**config.mk**
```make
export PLATFORM = sky130hd
export DESIGN_NAME = projectile_scheduler_flat
export DESIGN_NICKNAME = d
export VERILOG_FILES = /design/src/rtl/projectile_scheduler_pkg.sv /design/src/rtl/projectile_scheduler_if.sv /design/src/rtl/projectile_slot.sv /design/src/rtl/projectile_scheduler.sv /design/src/flat_wrapper.sv
export SDC_FILE = /design/constraint.sdc
export NUM_CORES = 1
export LEC_CHECK = 0
export ABC_AREA = 1
export BUFFER_PORTS_ARGS = -buffer_cell sky130_fd_sc_hd__buf_2
export CAP_MARGIN = 10
export CORE_MARGIN = 2
export CORE_UTILIZATION = 30
export DETAILED_ROUTE_END_ITERATION = 16
export PLACE_DENSITY_LB_ADDON = 0.12
export SYNTH_ARGS = -nofsm -noshare
export SYNTH_HDL_FRONTEND = slang
export SYNTH_SLANG_ARGS = --single-unit
```
**constraint.sdc**
```tcl
create_clock -name clk -period 4.2 [get_ports clk]
set_clock_uncertainty 0.2 [all_clocks]
set_input_delay 0 -clock clk [delete_from_list [all_inputs] [get_ports clk]]
set_output_delay 0 -clock clk [all_outputs]
set_load 0.02 [all_outputs]
```
**src/rtl/projectile_scheduler_pkg.sv**
```systemverilog
// Shared types and default sizing for the projectile slot scheduler.
package projectile_scheduler_pkg;

    typedef enum logic {
        OWN_PLAYER = 1'b0,
        OWN_ENEMY  = 1'b1
    } owner_e;

    localparam int PROJ_SLOTS     = 4;
    localparam int PROJ_OWNER_CAP = 2;
    localparam int PROJ_COOLDOWN  = 8;
    localparam int PROJ_LIFETIME  = 64;

    // Round-robin helper: the owner that is not the one given.
    function automatic owner_e other_owner(input owner_e o);
        return (o == OWN_PLAYER) ? OWN_ENEMY : OWN_PLAYER;
    endfunction

endpackage

```
**src/rtl/projectile_scheduler_if.sv**
```systemverilog
// Fire-request / grant / slot-status bundle between GameControl and the scheduler.
interface projectile_scheduler_if
    import projectile_scheduler_pkg::*;
#(
    parameter int NUM_SLOTS = PROJ_SLOTS
);
    localparam int SW = $clog2(NUM_SLOTS);

    logic                 i_enable;
    logic                 i_frame_tick;
    logic                 i_p_req;
    logic                 i_e_req;
    logic                 i_release_valid;
    logic [SW-1:0]        i_release_slot;
    logic                 o_p_grant;
    logic                 o_e_grant;
    logic [SW-1:0]        o_grant_slot;
    logic [NUM_SLOTS-1:0] o_slot_valid;
    logic [NUM_SLOTS-1:0] o_slot_owner;

    modport master (
        output i_enable, i_frame_tick, i_p_req, i_e_req, i_release_valid, i_release_slot,
        input  o_p_grant, o_e_grant, o_grant_slot, o_slot_valid, o_slot_owner
    );

    modport slave (
        input  i_enable, i_frame_tick, i_p_req, i_e_req, i_release_valid, i_release_slot,
        output o_p_grant, o_e_grant, o_grant_slot, o_slot_valid, o_slot_owner
    );

endinterface

```
**src/rtl/projectile_slot.sv**
```systemverilog
// One projectile slot: live flag, owner and remaining lifetime in frame ticks.
module projectile_slot
    import projectile_scheduler_pkg::*;
#(
    parameter int LIFETIME = PROJ_LIFETIME
) (
    input  logic   clk,
    input  logic   rst_n,
    input  logic   i_clear,
    input  logic   i_load,
    input  owner_e i_load_owner,
    input  logic   i_tick,
    input  logic   i_release,
    output logic   o_valid,
    output owner_e o_owner
);
    localparam int LTW = $clog2(LIFETIME + 1);

    logic           valid_q, valid_d;
    owner_e         owner_q, owner_d;
    logic [LTW-1:0] life_q, life_d;

    // Flush beats load; a fresh load ignores a coincident tick; release and
    // expiry in the same cycle both just clear the live flag once.
    always_comb begin
        valid_d = valid_q;
        owner_d = owner_q;
        life_d  = life_q;
        if (i_clear) begin
            valid_d = 1'b0;
            owner_d = OWN_PLAYER;
            life_d  = '0;
        end else if (i_load) begin
            valid_d = 1'b1;
            owner_d = i_load_owner;
            life_d  = LTW'(LIFETIME);
        end else if (valid_q) begin
            if (i_release) begin
                valid_d = 1'b0;
                life_d  = '0;
            end else if (i_tick) begin
                life_d = life_q - LTW'(1);
                if (life_q == LTW'(1)) valid_d = 1'b0;
            end
        end
    end

    // Slot state register.
    always_ff @(posedge clk or negedge rst_n) begin
        if (!rst_n) begin
            valid_q <= 1'b0;
            owner_q <= OWN_PLAYER;
            life_q  <= '0;
        end else begin
            valid_q <= valid_d;
            owner_q <= owner_d;
            life_q  <= life_d;
        end
    end

    assign o_valid = valid_q;
    assign o_owner = owner_q;

endmodule

```
**src/rtl/projectile_scheduler.sv**
```systemverilog
// Round-robin allocator of a shared projectile pool between player and enemy,
// with per-owner cooldown and slot cap; slots age on frame ticks.
module projectile_scheduler
    import projectile_scheduler_pkg::*;
#(
    parameter int NUM_SLOTS = PROJ_SLOTS,
    parameter int OWNER_CAP = PROJ_OWNER_CAP,
    parameter int COOLDOWN  = PROJ_COOLDOWN,
    parameter int LIFETIME  = PROJ_LIFETIME
) (
    input  logic                   clk,
    input  logic                   rst_n,
    projectile_scheduler_if.slave  bus
);
    localparam int SW = $clog2(NUM_SLOTS);
    localparam int LW = SW + 1;
    localparam int CW = $clog2(COOLDOWN + 1);

    logic [NUM_SLOTS-1:0] slot_valid;
    owner_e               slot_owner [NUM_SLOTS];
    logic [NUM_SLOTS-1:0] load_vec;
    logic [NUM_SLOTS-1:0] rel_vec;

    logic [LW-1:0] p_live, e_live;
    logic          any_free;
    logic [SW-1:0] free_idx;
    logic          p_elig, e_elig, win_p, win_e, grant;
    owner_e        winner;

    logic [CW-1:0] p_cd_q, p_cd_d, e_cd_q, e_cd_d;
    owner_e        prio_q, prio_d;
    logic          p_grant_q, p_grant_d, e_grant_q, e_grant_d;
    logic [SW-1:0] grant_slot_q, grant_slot_d;

    // Live counts per owner and lowest free slot, all from registered slot state.
    always_comb begin
        p_live   = '0;
        e_live   = '0;
        free_idx = '0;
        for (int i = 0; i < NUM_SLOTS; i++) begin
            if (slot_valid[i]) begin
                if (slot_owner[i] == OWN_ENEMY) e_live = e_live + LW'(1);
                else                            p_live = p_live + LW'(1);
            end
        end
        for (int i = NUM_SLOTS - 1; i >= 0; i--) begin
            if (!slot_valid[i]) free_idx = SW'(i);
        end
        any_free = ~&slot_valid;
    end

    // Eligibility and round-robin pick; at most one winner per cycle.
    always_comb begin
        p_elig = bus.i_enable && bus.i_p_req && (p_cd_q == '0)
                 && (p_live < LW'(OWNER_CAP)) && any_free;
        e_elig = bus.i_enable && bus.i_e_req && (e_cd_q == '0)
                 && (e_live < LW'(OWNER_CAP)) && any_free;
        win_p  = p_elig && (!e_elig || prio_q == OWN_PLAYER);
        win_e  = e_elig && (!p_elig || prio_q == OWN_ENEMY);
        grant  = win_p || win_e;
        winner = win_e ? OWN_ENEMY : OWN_PLAYER;
    end

    // Per-slot load/release strobes.
    always_comb begin
        load_vec = '0;
        rel_vec  = '0;
        for (int i = 0; i < NUM_SLOTS; i++) begin
            load_vec[i] = grant && (free_idx == SW'(i));
            rel_vec[i]  = bus.i_release_valid && (bus.i_release_slot == SW'(i));
        end
    end

    // Cooldowns, priority and grant outputs; disable flushes everything.
    always_comb begin
        p_cd_d       = p_cd_q;
        e_cd_d       = e_cd_q;
        prio_d       = prio_q;
        p_grant_d    = win_p;
        e_grant_d    = win_e;
        grant_slot_d = grant ? free_idx : '0;
        if (!bus.i_enable) begin
            p_cd_d = '0;
            e_cd_d = '0;
            prio_d = OWN_PLAYER;
        end else begin
            if (win_p)                                 p_cd_d = CW'(COOLDOWN);
            else if (bus.i_frame_tick && p_cd_q != '0) p_cd_d = p_cd_q - CW'(1);
            if (win_e)                                 e_cd_d = CW'(COOLDOWN);
            else if (bus.i_frame_tick && e_cd_q != '0) e_cd_d = e_cd_q - CW'(1);
            if (grant) prio_d = other_owner(prio_q);
        end
    end

    // Arbiter state register.
    always_ff @(posedge clk or negedge rst_n) begin
        if (!rst_n) begin
            p_cd_q       <= '0;
            e_cd_q       <= '0;
            prio_q       <= OWN_PLAYER;
            p_grant_q    <= 1'b0;
            e_grant_q    <= 1'b0;
            grant_slot_q <= '0;
        end else begin
            p_cd_q       <= p_cd_d;
            e_cd_q       <= e_cd_d;
            prio_q       <= prio_d;
            p_grant_q    <= p_grant_d;
            e_grant_q    <= e_grant_d;
            grant_slot_q <= grant_slot_d;
        end
    end

    for (genvar g = 0; g < NUM_SLOTS; g++) begin : g_slot
        projectile_slot #(.LIFETIME(LIFETIME)) u_slot (
            .clk          (clk),
            .rst_n        (rst_n),
            .i_clear      (!bus.i_enable),
            .i_load       (load_vec[g]),
            .i_load_owner (winner),
            .i_tick       (bus.i_frame_tick),
            .i_release    (rel_vec[g]),
            .o_valid      (slot_valid[g]),
            .o_owner      (slot_owner[g])
        );
        assign bus.o_slot_owner[g] = (slot_owner[g] == OWN_ENEMY);
    end

    assign bus.o_slot_valid = slot_valid;
    assign bus.o_p_grant    = p_grant_q;
    assign bus.o_e_grant    = e_grant_q;
    assign bus.o_grant_slot = grant_slot_q;

endmodule
```
**src/flat_wrapper.sv**
```systemverilog
// flat-port wrapper written by rule: the top's interface ports become plain ports
module projectile_scheduler_flat import projectile_scheduler_pkg::*;
#(
    parameter int NUM_SLOTS = PROJ_SLOTS,
    parameter int OWNER_CAP = PROJ_OWNER_CAP,
    parameter int COOLDOWN  = PROJ_COOLDOWN,
    parameter int LIFETIME  = PROJ_LIFETIME
)
  (clk, rst_n, bus_i_enable, bus_i_frame_tick, bus_i_p_req, bus_i_e_req, bus_i_release_valid, bus_i_release_slot, bus_o_p_grant, bus_o_e_grant, bus_o_grant_slot, bus_o_slot_valid, bus_o_slot_owner);
  projectile_scheduler_if #(.NUM_SLOTS(NUM_SLOTS)) bus_i ();
  input  logic clk;
  input  logic rst_n;
  input wire logic [$bits(bus_i.i_enable)-1:0] bus_i_enable;
  input wire logic [$bits(bus_i.i_frame_tick)-1:0] bus_i_frame_tick;
  input wire logic [$bits(bus_i.i_p_req)-1:0] bus_i_p_req;
  input wire logic [$bits(bus_i.i_e_req)-1:0] bus_i_e_req;
  input wire logic [$bits(bus_i.i_release_valid)-1:0] bus_i_release_valid;
  input wire logic [$bits(bus_i.i_release_slot)-1:0] bus_i_release_slot;
  output wire logic [$bits(bus_i.o_p_grant)-1:0] bus_o_p_grant;
  output wire logic [$bits(bus_i.o_e_grant)-1:0] bus_o_e_grant;
  output wire logic [$bits(bus_i.o_grant_slot)-1:0] bus_o_grant_slot;
  output wire logic [$bits(bus_i.o_slot_valid)-1:0] bus_o_slot_valid;
  output wire logic [$bits(bus_i.o_slot_owner)-1:0] bus_o_slot_owner;
  assign bus_i.i_enable = bus_i_enable;
  assign bus_i.i_frame_tick = bus_i_frame_tick;
  assign bus_i.i_p_req = bus_i_p_req;
  assign bus_i.i_e_req = bus_i_e_req;
  assign bus_i.i_release_valid = bus_i_release_valid;
  assign bus_i.i_release_slot = bus_i_release_slot;
  assign bus_o_p_grant = bus_i.o_p_grant;
  assign bus_o_e_grant = bus_i.o_e_grant;
  assign bus_o_grant_slot = bus_i.o_grant_slot;
  assign bus_o_slot_valid = bus_i.o_slot_valid;
  assign bus_o_slot_owner = bus_i.o_slot_owner;
  projectile_scheduler #(.NUM_SLOTS(NUM_SLOTS), .OWNER_CAP(OWNER_CAP), .COOLDOWN(COOLDOWN), .LIFETIME(LIFETIME)) u_core (.clk(clk), .rst_n(rst_n), .bus(bus_i));
endmodule
```
==> impl_metrics.yaml, run 1 <==
floorplan:
  ios: 21
  die-width_um: 114
  core_mm2: 0.0119
  num_rows: 40
  die-area_mm2: 0.0129
  initial_core_util: 0.305
  die-height_um: 114
pwr:
  switchingPower_mw: 0.897
  power.leakage_nw: 2.11
  power-per-cell-area_mw_per_mm2: 534
  pwr-share-seq: 0.343
  swShare: 0.426
  internal-power_mw: 1.21
  pwr-share-clk: 0.206
  combPwrFrac: 0.450
  vdd_ir_drop_max_mv: 0.179
critical_path:
  worstPathArrival_ns: 3.33
  crit_fanout: 12
  reg2reg_from: "u_core.g_slot[0].u_slot.o_valid$_DFF_PN0_"
  startpoint_type: "flop"
  reg2reg_to: "u_core.e_cd_q[2]$_DFFE_PN0P_"
  worstSetupPathType: "reg -> reg"
  required_ns: 4.22
  crit_path_end_kind: "flop"
  rrSetupSlack_ns: 0.89
  worstRegToRegCells: 16
hold_path:
  hold_path_end: "u_core.g_slot[2].u_slot.o_valid$_DFF_PN0_"
  whs_path_depth: 4
  holdCritPathClass: "in -> reg"
  min_from: "bus_i_frame_tick"
yosys:
  synth_area_leader_cell: "dfrtp_1"
  synth_common_cells: "nand2_1 (100), inv_1 (62), nand3_1 (57)"
  synth.area.mux_share: 0
  synth_most_common_cell: "nand2_1"
  yosys-top-cells-area: "dfrtp_1 (34%), nand2_1 (10%), nand3_1 (7.9%)"
  synthDistinctLibCells: 40
  syn_area_per_cell_um2: 7.51
  synth-seq-cells: 49
  synth-warning-count: 0
  synth-xor-area-share: 0.0533
  synth_top_family_by_area: "simple AND/OR/NAND/NOR gates"
  synth_adder_area_share: 0.0589
  ys.flop_type: "dfrtp_1"
  synth_compound_area_frac: 0.0571
  yosysTopAreaCellShare: 0.339
  ys_async_sr_fraction: 1.00
  syn_area_mm2: 0.00361
  synthSimpleGateAreaFrac: 0.376
  synth_cells: 481
  synth-edff-count: 0
  synth_sequential_area_ratio: 0.339
  syn-num-nets: 507
sta:
  slew_violations: 0
  tns_ns: 0
  setup_ws_ns: 0.887
  hold_viol_final: 0
  setup_violations: 0
  worst_slew_pin_slew_ns: 0.749
  slew_headroom: 0.501
  fin_crit_ns: 3.31
  fmax_mhz: 302
  fin_crit_sh: 0.789
  rsz0062_at_grt: "false"
final_layout:
  areaGrowthSynthToFinish_pct: 9.21
  n_antenna_cell: 0
  nets: 521
  fillers: 1286
  drive_gt1_frac: 0.149
  instances_no_fill: 643
  fin_util: 0.333
global_routing:
  grt_pass1_vias: 2889
  grt-ovfl-total: 0
  grt_pass1_wl_um: 14900
  grt_max_degree: 50
  antenna_found_initial: 0
  grtUsageTotal: 0.145
detailed_routing:
  vias: 3027
  via_per_inst: 4.71
  dr_wl_met3_um: 244
  first_iter_violations: 139
  dr_wl_met2_um: 3960
  wl_met1_um: 4390
  dr.max_layer_used: "met4"
  drt_wl_total_um: 8710
  drc_errors: 0
  ant_nets: 0
  dr.pass1.iters: 4
  avgRoutedWirePerCell_um: 13.6
clock_network:
  numCtsBuffers: 5
  clk_pin_slew_ns: 0.08
  post_cts.repair.setup_buffers: 0
  clkSinkCount: 49
  clock-root-buffer: "clkbuf_16"
  cts_tree: "done"
  htreeDepth: 2
  clk_path_buf_depth: 2
  insertion_delay_ns: 0.30
place:
  hpwl_um: 6030
  dpl.cell_count: 632
  dp_slack_ns: 0.857
  numPortBuffers: 20
  place.gp.congestion: 0.775
flow_run:
  cap_violations: 0
status:
  status: "completed"
==> power groups by stage <==
stage	Clock, mW	Combinational (mW)	Sequential [mW]
floorplan	0	0.815	0.705
global placement	0	0.951	0.731
detailed placement	0	0.952	0.730
CTS	0.452	0.961	0.722
global route	0.469	1.10	0.748
finish	0.435	0.949	0.723
==> stage by stage <==
step           hold slack, ns  total power, mW  area (µm²)
4_1_cts               0.00340             2.14        3950
3_3_place_gp          -0.0221             1.68        3760
5_1_grt                0.0529             2.32        3950
2_1_floorplan          -0.496             1.52        3610
3_5_place_dp          -0.0113             1.68        3760
6_report               0.0147             2.11        3950
==> cell type report <==
cell class / count / area (µm²) / share of cell area
sequential: 49 / 1230 / 0.311
timing repair buffer: 25 / 145 / 0.0368
multi-input combinational: 343 / 1970 / 0.499
inverter: 71 / 269 / 0.0682
tap: 147 / 184 / 0.0466
clock inverter: 2 / 13.8 / 0.00349
clock buffer: 6 / 139 / 0.0352
==> layer usage <==
metal,track usage,vias up
met3,0.0234,7
met2,0.238,33
met1,0.197,1421
met4,0.0447,0
li1,-,1566
met5,0,-
==> critical path, stage by stage (launching register included) <==
cell and delay (ns):
dfrtp_1 0.46, inv_1 0.19, nor2_1 0.07, ha_1 0.27, nand2_1 0.05, o31ai_1 0.15
ha_1 0.32, nand2_1 0.08, nand2_2 0.06, ha_1 0.28, nand3_1 0.08, nand2_1 0.06
nor2_1 0.14, nand4_1 0.11, nand2_1 0.36, nand3_1 0.17, o21ai_0 0.18
==> layout by cell type, fill, tap and decap left out, types with 2 or more instances in the layout <==
cell           synthesis  layout
a21oi_1                7       7
buf_2                  2      20
buf_4                 10       2
clkbuf_16              0       5
dfrtp_1               49      49
dlygate4sd3_1          0       3
ha_1                  17      17
inv_1                 62      62
inv_2                  7       7
nand2_1              100     100
nand2_2                6       6
nand2_4                6       6
nand2_8                2       2
nand3_1               57      57
nand3_2                6       6
nand3_4                2       2
nand4_1               19      19
nor2_1                54      54
nor2_2                 2       2
nor3_1                 6       6
nor3_2                 2       2
o21ai_0               15      15
o21ai_1                6       6
o22ai_1                2       2
or2_2                  2       2
xnor2_1                9       9
xor2_1                13      13
==> cells by family (layout without fill, tap and decap cells) <==
logic type               count (synthesis)  count (layout)
AO/OA/AOI/OAI                           35              35
XOR/XNOR                                22              22
adder cells (fa/ha/maj)                 17              17
buffers and inverters                   89             104
flip-flops                              49              49
AND/OR/NAND/NOR                        269             269
==> state kept, by name, summed over array words and instances (netlist names) <==
signal and flops:
u_core.prio_q 1, u_core.e_cd_q 4, u_core.bus.o_e_grant 1, u_core.g_slot.u_slot.life_q 28, u_core.g_slot.u_slot.o_valid 4, u_core.bus.o_grant_slot 2, u_core.p_cd_q 4, u_core.bus.o_p_grant 1
u_core.g_slot.u_slot.o_owner 4
==> how the worst max path moves through the flow <==
stage                                              startpoint                                       endpoint  slack [ns]
finish              u_core.g_slot[0].u_slot.o_valid$_DFF_PN0_                   u_core.e_cd_q[2]$_DFFE_PN0P_        0.89
detailed placement  u_core.g_slot[0].u_slot.o_valid$_DFF_PN0_                   u_core.e_cd_q[1]$_DFFE_PN0P_        0.86
CTS                 u_core.g_slot[0].u_slot.o_valid$_DFF_PN0_                   u_core.e_cd_q[2]$_DFFE_PN0P_        0.84
global placement    u_core.g_slot[0].u_slot.o_valid$_DFF_PN0_                   u_core.e_cd_q[0]$_DFFE_PN0P_        0.95
floorplan           u_core.g_slot[0].u_slot.o_valid$_DFF_PN0_  u_core.g_slot[1].u_slot.life_q[5]$_DFFE_PN0P_        1.28
global route        u_core.g_slot[0].u_slot.o_valid$_DFF_PN0_                   u_core.e_cd_q[2]$_DFFE_PN0P_        0.42
==> repair_timing <==
| action | CTS | global route |
|---|---|---|
| resized for setup | 0 | 0 |
| hold endpoints to repair | 51 | 0 |
| hold buffers | 3 | 0 |
No activity file was read; power rests on OpenSTA's default activity.
==> inputs of run 2 (changes only) <==
Clock period 4.2 ns to 2.9 ns, I/O delays scaled along.
==> run 2 against run 1 <==
The run now ends with setup timing left. Setup slack got worse by 0.92 ns. Sequential power grew 45%. Fmax is 13% higher. Count of clock-buffer cells in the layout is the same. Register-to-register slack worse by 0.92 ns. Non-clock buffer count is 34 higher. Clock power is 57% higher. Via count up 7.1%. Core utilization up 5.8 points. First-iteration DRC count is 2.2% higher. Die area is the same. Critical path type unchanged.
==> impl_metrics.yaml, run 2 (synthesized netlist as in run 1, its figures left out) <==
pwr:
  internal-power_mw: 2.07
  switchingPower_mw: 1.55
  combPwrFrac: 0.523
  vdd_ir_drop_max_mv: 0.244
  power.leakage_nw: 2.36
  power.total_mw: 3.62
  pwr-share-seq: 0.289
  power-per-cell-area_mw_per_mm2: 781
  pwr-share-clk: 0.188
  swShare: 0.429
critical_path:
  crit_path_end_kind: "flop"
  worstPathCellList: "buf_6 > nor2_4 > ha_4 > nand2_2 > o31ai_4 > ha_1 > nand2_1 > nand2_2 > ha_4 > inv_2 > nor2_1 > nand2_1 > nand2_2 > nand3_4 > buf_6 > nand2_8 > nand2_8 > nand2_1 > nor2_1 > nand2_1 > nand2_1"
  critical-path-top-delay-family: "simple AND/OR/NAND/NOR gates"
  crit_buf_inv: 3
  crit_fanout: 5
  critPathMostFrequentCell: "nand2_1"
  required_ns: 2.89
  cp_slowest_cell: "dfrtp_1"
  worstRegToRegCells: 21
  critical_path_depth: 21
  worstPathArrival_ns: 2.92
  startpoint_type: "flop"
  worstSetupPathType: "reg -> reg"
  cp_slowest_stage_delay_ns: 0.43
final_layout:
  top_register: "u_core.g_slot.u_slot.life_q"
  largest_register_ff_count: 28
  nets: 563
  layout_common_cells: "nand2_1 (77), inv_1 (57), nand3_1 (52)"
  design_area_mm2: 0.00464
  fillers: 1211
  fin_util: 0.391
  areaGrowthSynthToFinish_pct: 28.3
  n_antenna_cell: 0
  instances_no_fill: 685
  drive_gt1_frac: 0.310
  final_common_cell: "nand2_1"
flow_run:
  cap_violations: 0
sta:
  rsz0062_at_grt: "true"
  slew_headroom: 0.541
  tns_ns: -0.428
  setup_violations: 20
  fmax_mhz: 341
  worst_slew_pin_slew_ns: 0.688
  hold_ws_ns: 0.0158
  hold_viol_final: 0
  fin_crit_ns: 2.94
  setup_ws_ns: -0.0359
  slew_violations: 0
  fin_crit_sh: 1.01
detailed_routing:
  drt_wl_total_um: 9750
  via_per_inst: 4.73
  first_iter_violations: 142
  avgRoutedWirePerCell_um: 14.2
  ant_nets: 0
  drc_errors: 0
  vias: 3242
  dr.pass1.iters: 4
global_routing:
  grt_max_degree: 29
  grt-ovfl-total: 0
  antenna_found_initial: 0
  grtUsageTotal: 0.155
  grt_pass1_vias: 3113
  grt_pass1_wl_um: 15900
clock_network:
  cts_tree: "done"
  htreeDepth: 2
  clk_path_buf_depth: 2
  clock-root-buffer: "clkbuf_16"
  clkSinkCount: 49
  clk_pin_slew_ns: 0.07
  numCtsBuffers: 5
  insertion_delay_ns: 0.30
place:
  dpl.cell_count: 652
  hpwl_um: 6430
  dp_slack_ns: -0.234
  numPortBuffers: 20
  dpl_cell_area_mm2: 0.00392
  place.gp.congestion: 0.787
hold_path:
  holdCritPathClass: "in -> reg"
  whs_path_depth: 4
status:
  violations: "setup timing"
  status: "finished, violations left"
floorplan:
  core_mm2: 0.0119
  die-height_um: 114
  num_rows: 40
  die-area_mm2: 0.0129
  die-width_um: 114
  ios: 21
  initial_core_util: 0.305
==> run 2: path summary, 6_finish.rpt <==
path | from | endpoint | slack (ns)
max | u_core.g_slot[0].u_slot.o_owner$_DFFE_PN0P_ | u_core.g_slot[2].u_slot.life_q[1]$_DFFE_PN0P_ | -0.04
min in group asynchronous | rst_n | u_core.g_slot[2].u_slot.o_valid$_DFF_PN0_ | 0.08
max in group asynchronous | rst_n | u_core.g_slot[3].u_slot.life_q[6]$_DFFE_PN0P_ | 1.63
min reg2reg | u_core.e_cd_q[0]$_DFFE_PN0P_ | u_core.e_cd_q[0]$_DFFE_PN0P_ | 0.31
max reg2reg | u_core.g_slot[0].u_slot.o_owner$_DFFE_PN0P_ | u_core.g_slot[2].u_slot.life_q[1]$_DFFE_PN0P_ | -0.04
min | bus_i_release_slot[0] | u_core.g_slot[1].u_slot.o_valid$_DFF_PN0_ | 0.02
==> run 2: cell type report <==
class,count,area (µm²),share of cell area
well taps,147,184,0.0397
clock inverters,2,35.0,0.00756
inverters,71,274,0.0591
flip-flops and latches,49,1230,0.265
multi-input cells,351,2350,0.506
clock buffers,6,129,0.0278
repair buffers,59,439,0.0947
==> run 2: layer usage <==
| metal | wire length, µm | share of wire | GRT usage |
|---|---|---|---|
| met5 | 0 | 0 | 0 |
| met4 | 108 | 0.011 | 0.0382 |
| met1 | 4690 | 0.48 | 0.206 |
| met2 | 4750 | 0.49 | 0.265 |
| met3 | 207 | 0.021 | 0.0234 |
==> run 2: worst register-to-register path, cell delays in order (launching register included) <==
cell and delay, ns:
dfrtp_1 0.43, buf_6 0.15, nor2_4 0.11, ha_4 0.20, nand2_2 0.08, o31ai_4 0.07, ha_1 0.28, nand2_1 0.06
nand2_2 0.09, ha_4 0.14, inv_2 0.03, nor2_1 0.09, nand2_1 0.08, nand2_2 0.11, nand3_4 0.16, buf_6 0.17
nand2_8 0.10, nand2_8 0.07, nand2_1 0.06, nor2_1 0.04, nand2_1 0.06, nand2_1 0.05
==> run 2: power by group through the flow <==
stage	sequential (mW)	clock [mW]	combinational, mW
after detailed placement	1.05	0	1.47
after global placement	1.05	0	1.46
after floorplan	1.02	0	1.18
after global routing	1.08	0.717	2.13
final	1.05	0.681	1.89
after CTS	1.04	0.707	1.79
==> run 2: timing repair <==
item,CTS,global route
endpoints found under the hold margin,31,0
resized for setup,42,39
gates cloned,7,1
endpoints found under the setup margin,49,49
buffers inserted,11,2
pin swaps,24,28
hold buffers,4,0
